<file path="src/rtl/mem_bus_ctl.sv">
// mem_bus_ctl: data-side bus sequencer sitting after the MMU.
// Faulting requests are bounced back as mmu_fault/trap. Clean requests run one
// external access with programmable wait states and byte lanes, then return
// the formatted load data.
module mem_bus_ctl #(
  parameter int RV          = 16,
  parameter int PA          = RV,
  parameter int WAIT_STATES = 1
) (
  input  logic          clk,
  input  logic          reset,
  input  logic          req,
  input  logic          req_write,
  input  logic          req_byte,
  input  logic          req_bhi,
  input  logic [RV-1:0] req_wdata,
  input  logic [PA-2:0] addrp,
  input  logic          mmu_miss_fault,
  input  logic          mmu_prot_fault,
  output logic          mmu_fault,
  output logic          trap,
  output logic          done,
  output logic [RV-1:0] rdata,
  output logic          bus_cs,
  output logic          bus_we,
  output logic [1:0]    bus_be,
  output logic [PA-2:0] bus_addr,
  output logic [RV-1:0] bus_wdata,
  input  logic [RV-1:0] bus_rdata,
  input  logic          bus_wait
);

  typedef enum logic [1:0] {IDLE, ACCESS, DONE, FAULT} state_t;

  state_t      state, state_nx;
  logic [3:0]  wait_cnt;
  logic        we_q;
  logic [1:0]  be_q;
  logic        fault_in;
  logic        access_end;

  assign fault_in   = mmu_miss_fault | mmu_prot_fault;
  assign access_end = (wait_cnt == 4'd0) && !bus_wait;

  // The MMU samples this in the request cycle, so it must be combinational.
  assign mmu_fault = (state == IDLE) && req && fault_in;

  assign bus_cs = (state == ACCESS);
  assign bus_we = (state == ACCESS) && we_q;
  assign bus_be = (state == ACCESS) ? be_q : 2'b00;
  assign done   = (state == DONE);
  assign trap   = (state == FAULT);

  // State register with synchronous reset.
  always_ff @(posedge clk) begin
    if (reset) state <= IDLE;
    else       state <= state_nx;
  end

  // Next-state logic; bus_wait only matters once the wait counter has expired.
  always_comb begin
    state_nx = state;
    case (state)
      IDLE:    if (req) state_nx = fault_in ? FAULT : ACCESS;
      ACCESS:  if (access_end) state_nx = DONE;
      DONE:    state_nx = IDLE;
      FAULT:   state_nx = IDLE;
      default: state_nx = IDLE;
    endcase
  end

  // Request latching, wait counting and load-data capture.
  always_ff @(posedge clk) begin
    if (reset) begin
      wait_cnt  <= '0;
      we_q      <= 1'b0;
      be_q      <= '0;
      bus_addr  <= '0;
      bus_wdata <= '0;
      rdata     <= '0;
    end else begin
      case (state)
        IDLE: begin
          if (req && !fault_in) begin
            bus_addr  <= addrp;
            we_q      <= req_write;
            wait_cnt  <= 4'(WAIT_STATES);
            be_q      <= req_byte ? (req_bhi ? 2'b10 : 2'b01) : 2'b11;
            bus_wdata <= req_byte ? {req_wdata[7:0], req_wdata[7:0]} : req_wdata;
          end
        end
        ACCESS: begin
          if (wait_cnt != 4'd0) begin
            wait_cnt <= wait_cnt - 4'd1;
          end else if (!bus_wait && !we_q) begin
            case (be_q)
              2'b01:   rdata <= {8'h00, bus_rdata[7:0]};
              2'b10:   rdata <= {8'h00, bus_rdata[15:8]};
              default: rdata <= bus_rdata;
            endcase
          end
        end
        default: ;
      endcase
    end
  end

endmodule
</file>
<file path="config.mk">
export PLATFORM = sky130hd
export DESIGN_NAME = mem_bus_ctl
export DESIGN_NICKNAME = d
export VERILOG_FILES = /design/src/rtl/mem_bus_ctl.sv
export SDC_FILE = /design/constraint.sdc
export NUM_CORES = 1
export LEC_CHECK = 0
export BUFFER_PORTS_ARGS = -buffer_cell sky130_fd_sc_hd__buf_2
export CORE_UTILIZATION = 35
export CTS_CLUSTER_SIZE = 40
export DETAILED_ROUTE_END_ITERATION = 6
export GPL_ROUTABILITY_DRIVEN = 0
export GPL_TIMING_DRIVEN = 0
export PLACE_DENSITY_LB_ADDON = 0.3
export SETUP_SLACK_MARGIN = 0.05
export SLEW_MARGIN = 20
export SYNTH_ARGS = -nofsm -noshare
export SYNTH_HDL_FRONTEND = slang
export SYNTH_SLANG_ARGS = --single-unit
</file>
<file path="constraint.sdc">
create_clock -name clk -period 2.1 [get_ports clk]
set_input_delay 0.105 -clock clk [delete_from_list [all_inputs] [get_ports clk]]
set_output_delay 0.105 -clock clk [all_outputs]
set_load 0.05 [all_outputs]
</file>
======== Word-level counts from Yosys, hierarchy flattened ========
Index checks and enable logic that the tools add are counted.
operators by class
  add/sub/neg operators ................... 1
  equality and inequality tests ........... 9
  multiplexer cells ....................... 12
  bitwise gates (word level) .............. 2
  reductions and logical operators ........ 18
operators with widths
  kind                                                                   count
  16-bit case mux with 2 select lines                                    1
  16-bit 2-to-1 mux                                                      1
  2-bit 2-to-1 mux                                                       6
  4-bit 2-to-1 mux                                                       2
  4-bit case mux with 2 select lines                                     1
  2-bit equality test, second input constant                             3
  1-bit logical AND                                                      6
  2-bit by 1-bit != test with 1-bit output, second input constant        3
  2-bit case mux with 3 select lines                                     1
  3-bit AND reduction                                                    2
  2-bit by 1-bit equality test with 1-bit output, second input constant  2
  4-bit zero test                                                        1
  2-bit AND reduction                                                    2
  4-bit nonzero test                                                     1
  4-bit by 1-bit subtractor with 4-bit output, second input constant     1
  1-bit zero test                                                        3
  2-bit zero test                                                        1
  2-bit != test, second input constant                                   1
  2-bit nonzero test                                                     1
  2-bit OR reduction                                                     1
  1-bit inverter                                                         1
  1-bit bitwise OR                                                       1
storage, ports and cells
  flip-flop bits (word level) ............. 56
  input bits .............................. 56
  output and inout port bits .............. 54
  word-level logic and storage cells ...... 49

======== Depth between registers and ports, before layout ========
Gate-level depths: netlist of run 1.
  depth after elaboration ................. 5
  depth in mapped cells ................... 7
  depth with buffers taken out ............ 5

======== Worst setup path after synthesis of run 1 ========
No wires, ideal clock.
  path kind ............................... reg2out
  start point ............................. register state[1]
  end point ............................... output port done
  arrival time ............................ 1.683 ns
  required time ........................... 1.995 ns
  slack ................................... 0.312 ns
  stages on the path, launching flop included .. 5
  buffers on the path ..................... 2
  cell sequence ........................... dfxtp_1 > clkbuf_1 > inv_2 > buf_1 > nor2_1
on the way
  cells in the longest elaborated chain, start to end .. 1
ends and longest elaborated chain
  element                   RTL line  source
  start: declaration        35        state_t state, state_nx;
  start signal: assignment  57        else state <= state_nx;
  2-bit equality test       51        assign done = (state == DONE);
  end: declaration          22        output logic done,
No other way between the ends.

======== Worst setup path in the final report of run 1 ========
  start point ............................. register wait_cnt[0]
  end point ............................... register rdata[6]
on the way
  cells in the longest elaborated chain, start to end .. 3
ends and longest elaborated chain
  element                        RTL line  source
  start: declaration             36        logic [3:0] wait_cnt;
  start signal: assignment       87        wait_cnt <= 4'(WAIT_STATES);
  start signal: assignment       94        wait_cnt <= wait_cnt - 4'd1;
  4-bit nonzero test             93        if (wait_cnt != 4'd0) begin
  1-bit inverter (no line)       -
  3-bit AND reduction (no line)  -
  end signal: assignment         97        2'b01: rdata <= {8'h00, bus_rdata[7:0]};
  end signal: assignment         98        2'b10: rdata <= {8'h00, bus_rdata[15:8]};
  end signal: assignment         99        default: rdata <= bus_rdata;
  end: declaration               23        output logic [RV-1:0] rdata,
No other way between the ends.
A chain may end at the register's enable or synchronous reset.

==> out/metrics.cfg, run 1 <==
[clocking]
cts_tree=done
htree_levels=2
cts_sinks=56
post_cts_buffers=0
path_clk_slew_ns=0.09
cts_buffers=5
clockBufferDepth=2
clk_latency_ns=0.31
clock-root-buffer=clkbuf_8

[min_path]
holdCritStartpoint=req_bhi
min_to=be_q[0]$_SDFFE_PP0P_
hold_path.class=primary input to register
whs_path_depth=2

[critical_path]
ff2ff_setup_slack_ns=0.23
critical_path_required_ns=2.34
crit_chain=inv_1 -> ha_1 -> or3b_1 -> clkbuf_1 -> clkbuf_2 -> a211o_1 -> a21oi_1
r2r_start=wait_cnt[0]$_SDFFE_PP0P_
crit_type=register to register
slowest_stage=or3b_1
cp-end-kind=register
critPathLaunchType=register
cp.arrival_ns=2.11
ff2ff_path_depth=7
crit_path_max_fanout=10
reg2reg_to=rdata[6]$_SDFFE_PP0P_
slowest_delay_ns=0.35

[final_layout]
seq_area_um2=1120
drive_above_1_share_pct=31.7
nNetsFinal=466
fin_area_um2=3300
multi_input_area_um2=1230
antenna_cells=0
fin_cells=503
syn_to_final_growth_pct=31.2
fill_cells=696

[synth]
ys_top_cells_by_count=56 x dfxtp_1, 53 x a21oi_1, 49 x o21ai_0
synth_enable_flop_cells=0
syn_avg_cell_area_um2=8.55
synthTopCellsByArea=dfxtp_1 45%, a21oi_1 11%, o21ai_0 9.8%, nand3_1 4.8%, mux2i_1 3.2%
synth_top_cell_area_share_pct=44.6
synth_cell_type_count=38
ys.flop_type=dfxtp_1
synthCells=294
yosysWarnings=0
synth.most_common_cell=dfxtp_1
ys_seq_elements=56
yosysTopAreaCell=dfxtp_1
syn_area_um2=2510
async_flop_share_pct=0
seq_area_frac_synth_pct=44.6
synth_nets=353

[die]
rows=30
boundaryPins=110
die_y_um=86.7
dieArea_um2=7520
coreArea_um2=6870
initial_core_util_pct=36.6
die_w_um=86.7

[global_route]
antenna_found_initial=0
grt-ovfl-total=0
grt_pass1_vias=2416
gr-usage-all-layers_pct=18.4
grt_max_degree=17
grt_pass1_wl_um=11000

[route]
wl_per_cell_um=13.8
drt-pass1-iter-count=5
drt-initial-drc-count=117
wirelength_um=6930
viasPerCell=5.24
antenna_left=0
vias=2635
drc=0

[timing]
setup_tns_ns=0
slew_viol_final=0
max_freq_mhz=534
finalHoldViolations=0
rsz0062_at_grt=false
tightest_slew_ns=0.697
finalClockSkew_ns=0.00415
relSlewSlack_pct=53.4
finalCritPeriodShare_pct=89.1
finalSetupViolCount=0
period_minus_slack_ns=1.87

[place]
dp_hpwl_um=5160
placedInstanceArea_um2=3170
io_buffers=107
dp_cells=497

[power]
p_per_area_nw_per_um2=756
max-vdd-ir-drop_mv=0.370
p_leak_nw=1.41

[run_status]
outcome=finished, final reports clean

[run]
maxCapViolCount=0

## layout make-up
class,instances,share of cell area [%]
multi-input combinational,200,37.3
tap,96,3.64
clock buffer,5,2.09
clock inverter,2,1.82
sequential,56,34.0
timing repair buffer,107,16.2
inverter,8,0.911
buffer,29,3.98
## per-layer routing
layer,vias up,track usage [%],wire length (um)
met4,0,5.91,28
met5,-,0,0
li1,1308,-,-
met1,1221,24.3,3270
met2,102,29.4,3140
met3,4,4.86,493
## cells in the final DEF, fill, tap and decap left out, types with 3 or more instances in the layout
master	Yosys	layout
dfxtp_1	56	56
buf_1	4	3
o21ai_0	49	49
nand3_1	24	24
nand4_1	8	8
buf_2	4	111
a21oi_1	53	53
mux2i_1	8	8
a311oi_1	3	3
clkbuf_8	0	5
clkbuf_1	17	15
inv_1	7	7
a211oi_1	8	8
nor2_1	5	5
a211o_1	8	8
nand3b_1	9	9
ha_1	3	3
clkbuf_2	3	5
## worst max-delay path by stage
stage / startpoint / endpoint / slack [ns]
final: wait_cnt[0]$_SDFFE_PP0P_ / rdata[6]$_SDFFE_PP0P_ / 0.23
after global routing: wait_cnt[0]$_SDFFE_PP0P_ / rdata[9]$_SDFFE_PP0P_ / 0.06
after CTS: state[1]$_SDFFE_PP0P_ / done / 0.15
after detailed placement: wait_cnt[0]$_SDFFE_PP0P_ / rdata[6]$_SDFFE_PP0P_ / 0.21
after global placement: wait_cnt[0]$_SDFFE_PP0P_ / rdata[6]$_SDFFE_PP0P_ / 0.24
after floorplan: state[1]$_SDFFE_PP0P_ / done / 0.31
## critical path: cells and delay by family, from the launching register on
family                     cells  cell delay [ns]
AOI/OAI and AO/OA              2             0.43
adders and majority gates      1             0.19
buffers and inverters          3             0.50
DFF                            1             0.34
and+or+nand+nor                1             0.35
## registers in the layout, summed over array words and instances, names as in the netlist
name and count:
bus_wdata 16, rdata 16, bus_addr 15, wait_cnt 4, be_q 2, state 2, we_q 1
## cell families after synthesis
| logic type | Yosys count | synth area share (%) |
|---|---|---|
| compound gates | 128 | 28.6 |
| fa+ha+maj | 3 | 1.49 |
| buf+inv | 38 | 6.47 |
| flops | 56 | 44.6 |
| mux | 8 | 3.19 |
| simple gates | 61 | 15.6 |
## through the flow
step | total power [mW] | util (%) | setup WS [ns] | hold WS, ns
2_1_floorplan | 1.54 | - | 0.312 | 0.221
3_3_place_gp | 1.70 | 46.1 | 0.237 | 0.322
3_5_place_dp | 1.71 | 46.1 | 0.209 | 0.338
4_1_cts | 2.52 | 48.0 | 0.147 | 0.00448
5_1_grt | 2.62 | 48.0 | 0.0596 | 0.00675
6_report | 2.49 | 48.0 | 0.229 | 0.0154
## power breakdown
part	internal (mW)	leakage [nW]	switching [mW]	total, mW
sequential	1.11	0.454	0.0247	1.13
clock	0.470	0.0642	0.341	0.811
combinational	0.165	0.889	0.384	0.549
## what timing repair did
action                     4_1_cts  5_1_grt
gates resized for setup          1        2
pin swaps                        0        0
setup endpoints to repair        1        2
hold buffers                     0        0
No activity file was read; power rests on OpenSTA's default activity.
==> inputs of run 2 (changes only) <==
- PLACE_DENSITY_LB_ADDON: 0.3 -> default
==> run 2 against run 1 <==
  * Hold slack better by 0.0074 ns
  * Maximum frequency down 3.1%
  * Sequential share of layout area is 0.16 points higher
  * Largest cell class unchanged
  * Highest routed layer unchanged
==> out/metrics.cfg, run 2 (synthesis gave the netlist of run 1 again) <==
[run_status]
outcome=finished, final reports clean

[timing]
finalCritPeriodShare_pct=92.0  ; +2.9 points
finalSetupViolCount=0  ; unchanged
rsz0062_at_grt=true
setup_ws_ns=0.169  ; -0.0599 ns
period_minus_slack_ns=1.93  ; +0.0599 ns
tightest_slew_ns=0.688  ; -0.00927 ns
finalHoldViolations=0  ; unchanged
relSlewSlack_pct=54.0  ; +0.62 points
max_freq_mhz=518  ; -3.1%
setup_tns_ns=0  ; unchanged
finalClockSkew_ns=0.00819  ; +0.00405 ns
slew_viol_final=0  ; unchanged

[die]
rows=30  ; unchanged
boundaryPins=110  ; unchanged
coreArea_um2=6870  ; unchanged
die_w_um=86.7  ; unchanged
dieArea_um2=7520  ; unchanged
initial_core_util_pct=36.6  ; unchanged
die_y_um=86.7  ; unchanged

[route]
drc=0  ; unchanged
antenna_left=0  ; unchanged
viasPerCell=5.16  ; -1.6%
drt-initial-drc-count=122  ; +4.3%
drt-pass1-iter-count=4  ; -1
wirelength_um=6950  ; +0.32%
wl_per_cell_um=13.7  ; -0.28%
vias=2609  ; -0.99%

[final_layout]
final_cell_mix=111 x buf_2, 56 x dfxtp_1, 53 x a21oi_1
drive_above_1_share_pct=31.7  ; about the same
multi_input_area_um2=1230  ; unchanged
layout_commonest_cell=buf_2
fin_cells=506  ; +0.60%
seq_area_um2=1120  ; unchanged
top_regs=bus_wdata: 16 flops, rdata: 16 flops, bus_addr: 15 flops
fin_util_pct=47.8  ; -0.22 points
antenna_cells=0  ; unchanged
nNetsFinal=468  ; +0.43%
fill_cells=742  ; +6.6%
syn_to_final_growth_pct=30.6

[clocking]
clk_latency_ns=0.31  ; about the same
cts_tree=done
clock-root-buffer=clkbuf_8
htree_levels=2  ; unchanged
cts_buffers=5  ; unchanged
path_clk_slew_ns=0.11  ; +0.02 ns
cts_sinks=56  ; unchanged
post_cts_buffers=0  ; unchanged
clockBufferDepth=2  ; unchanged

[global_route]
grt_pass1_wl_um=11300  ; +3.0%
grt_pass1_vias=2426  ; +0.41%
grt_max_degree=18  ; +1
gr-usage-all-layers_pct=19.0  ; +0.60 points
grt-ovfl-total=0  ; unchanged
antenna_found_initial=0  ; unchanged

[place]
io_buffers=107  ; unchanged
dp_cells=497  ; unchanged
dp_slack_ns=0.132  ; -0.0774 ns
dp_hpwl_um=5210  ; +0.91%

[critical_path]
ff2ff_path_depth=7  ; unchanged
ff2ff_setup_slack_ns=0.17  ; -0.06 ns
r2r_start=wait_cnt[0]$_SDFFE_PP0P_
cp-end-kind=register
cp.arrival_ns=2.17  ; +0.06 ns
crit_type=register to register
critical_path_required_ns=2.34  ; about the same
critPathLaunchType=register
reg2reg_to=rdata[7]$_SDFFE_PP0P_
crit_path_max_fanout=10  ; unchanged

[power]
max-vdd-ir-drop_mv=0.347  ; -6.1%
p_leak_nw=1.39  ; -1.1%
p_per_area_nw_per_um2=706  ; -6.6%

[min_path]
whs_path_depth=3  ; +1
hold_path.class=primary input to register
min_to=bus_addr[5]$_SDFFE_PP0P_
holdCritStartpoint=addrp[5]

[run]
maxCapViolCount=0  ; unchanged

[run 2: critical path: stages, from the launching register on]
cell and delay [ns]:
dfxtp_1 0.35, inv_1 0.07, ha_1 0.19, or3b_1 0.35
clkbuf_1 0.21, clkbuf_2 0.24, a211o_1 0.31, a21oi_1 0.15
[run 2: how the worst max path moves through the flow]
stage / startpoint / end / cells after the start
2_1_floorplan: state[1]$_SDFFE_PP0P_ / done / 4
3_3_place_gp: wait_cnt[0]$_SDFFE_PP0P_ / rdata[7]$_SDFFE_PP0P_ / 7
3_5_place_dp: wait_cnt[0]$_SDFFE_PP0P_ / rdata[7]$_SDFFE_PP0P_ / 7
4_1_cts: wait_cnt[0]$_SDFFE_PP0P_ / rdata[7]$_SDFFE_PP0P_ / 7
5_1_grt: state[1]$_SDFFE_PP0P_ / done / 5
6_report: wait_cnt[0]$_SDFFE_PP0P_ / rdata[7]$_SDFFE_PP0P_ / 7
[run 2: stage by stage]
| step | hold WS (ns) | power, mW | cell area [um^2] |
|---|---|---|---|
| 3_3_place_gp | 0.322 | 1.70 | 3170 |
| 5_1_grt | 0.0158 | 2.43 | 3280 |
| 3_5_place_dp | 0.331 | 1.71 | 3170 |
| 4_1_cts | 0.0162 | 2.34 | 3280 |
| 2_1_floorplan | 0.221 | 1.54 | 2510 |
| 6_report | 0.0229 | 2.32 | 3280 |
[run 2: repair_timing]
item	CTS	global route
gates resized for setup	1	4
hold buffers	1	0
setup endpoints to repair	1	6
endpoints found under the hold margin	1	0
[run 2: layout make-up]
type / count / area share [%]
clock inverter: 2 / 0.457
tap: 96 / 3.66
sequential: 56 / 34.2
multi-input combinational: 200 / 37.5
inverter: 8 / 0.915
clock buffer: 6 / 2.52
buffer: 30 / 4.19
timing repair buffer: 108 / 16.6
[run 2: power breakdown]
group	switching (mW)	internal [mW]
Combinational	0.384	0.167
Clock	0.365	0.268
Sequential	0.0253	1.11
[run 2: metal layers]
| metal | routed length, um | vias up | GRT usage, % | part of all wire [%] |
|---|---|---|---|---|
| met5 | 0 | - | 0 | 0 |
| met4 | 38 | 0 | 4.24 | 0.55 |
| met3 | 511 | 5 | 5.71 | 7.4 |
| met2 | 3140 | 92 | 31.6 | 45 |
| met1 | 3260 | 1193 | 24.4 | 47 |
| li1 | - | 1319 | - | - |
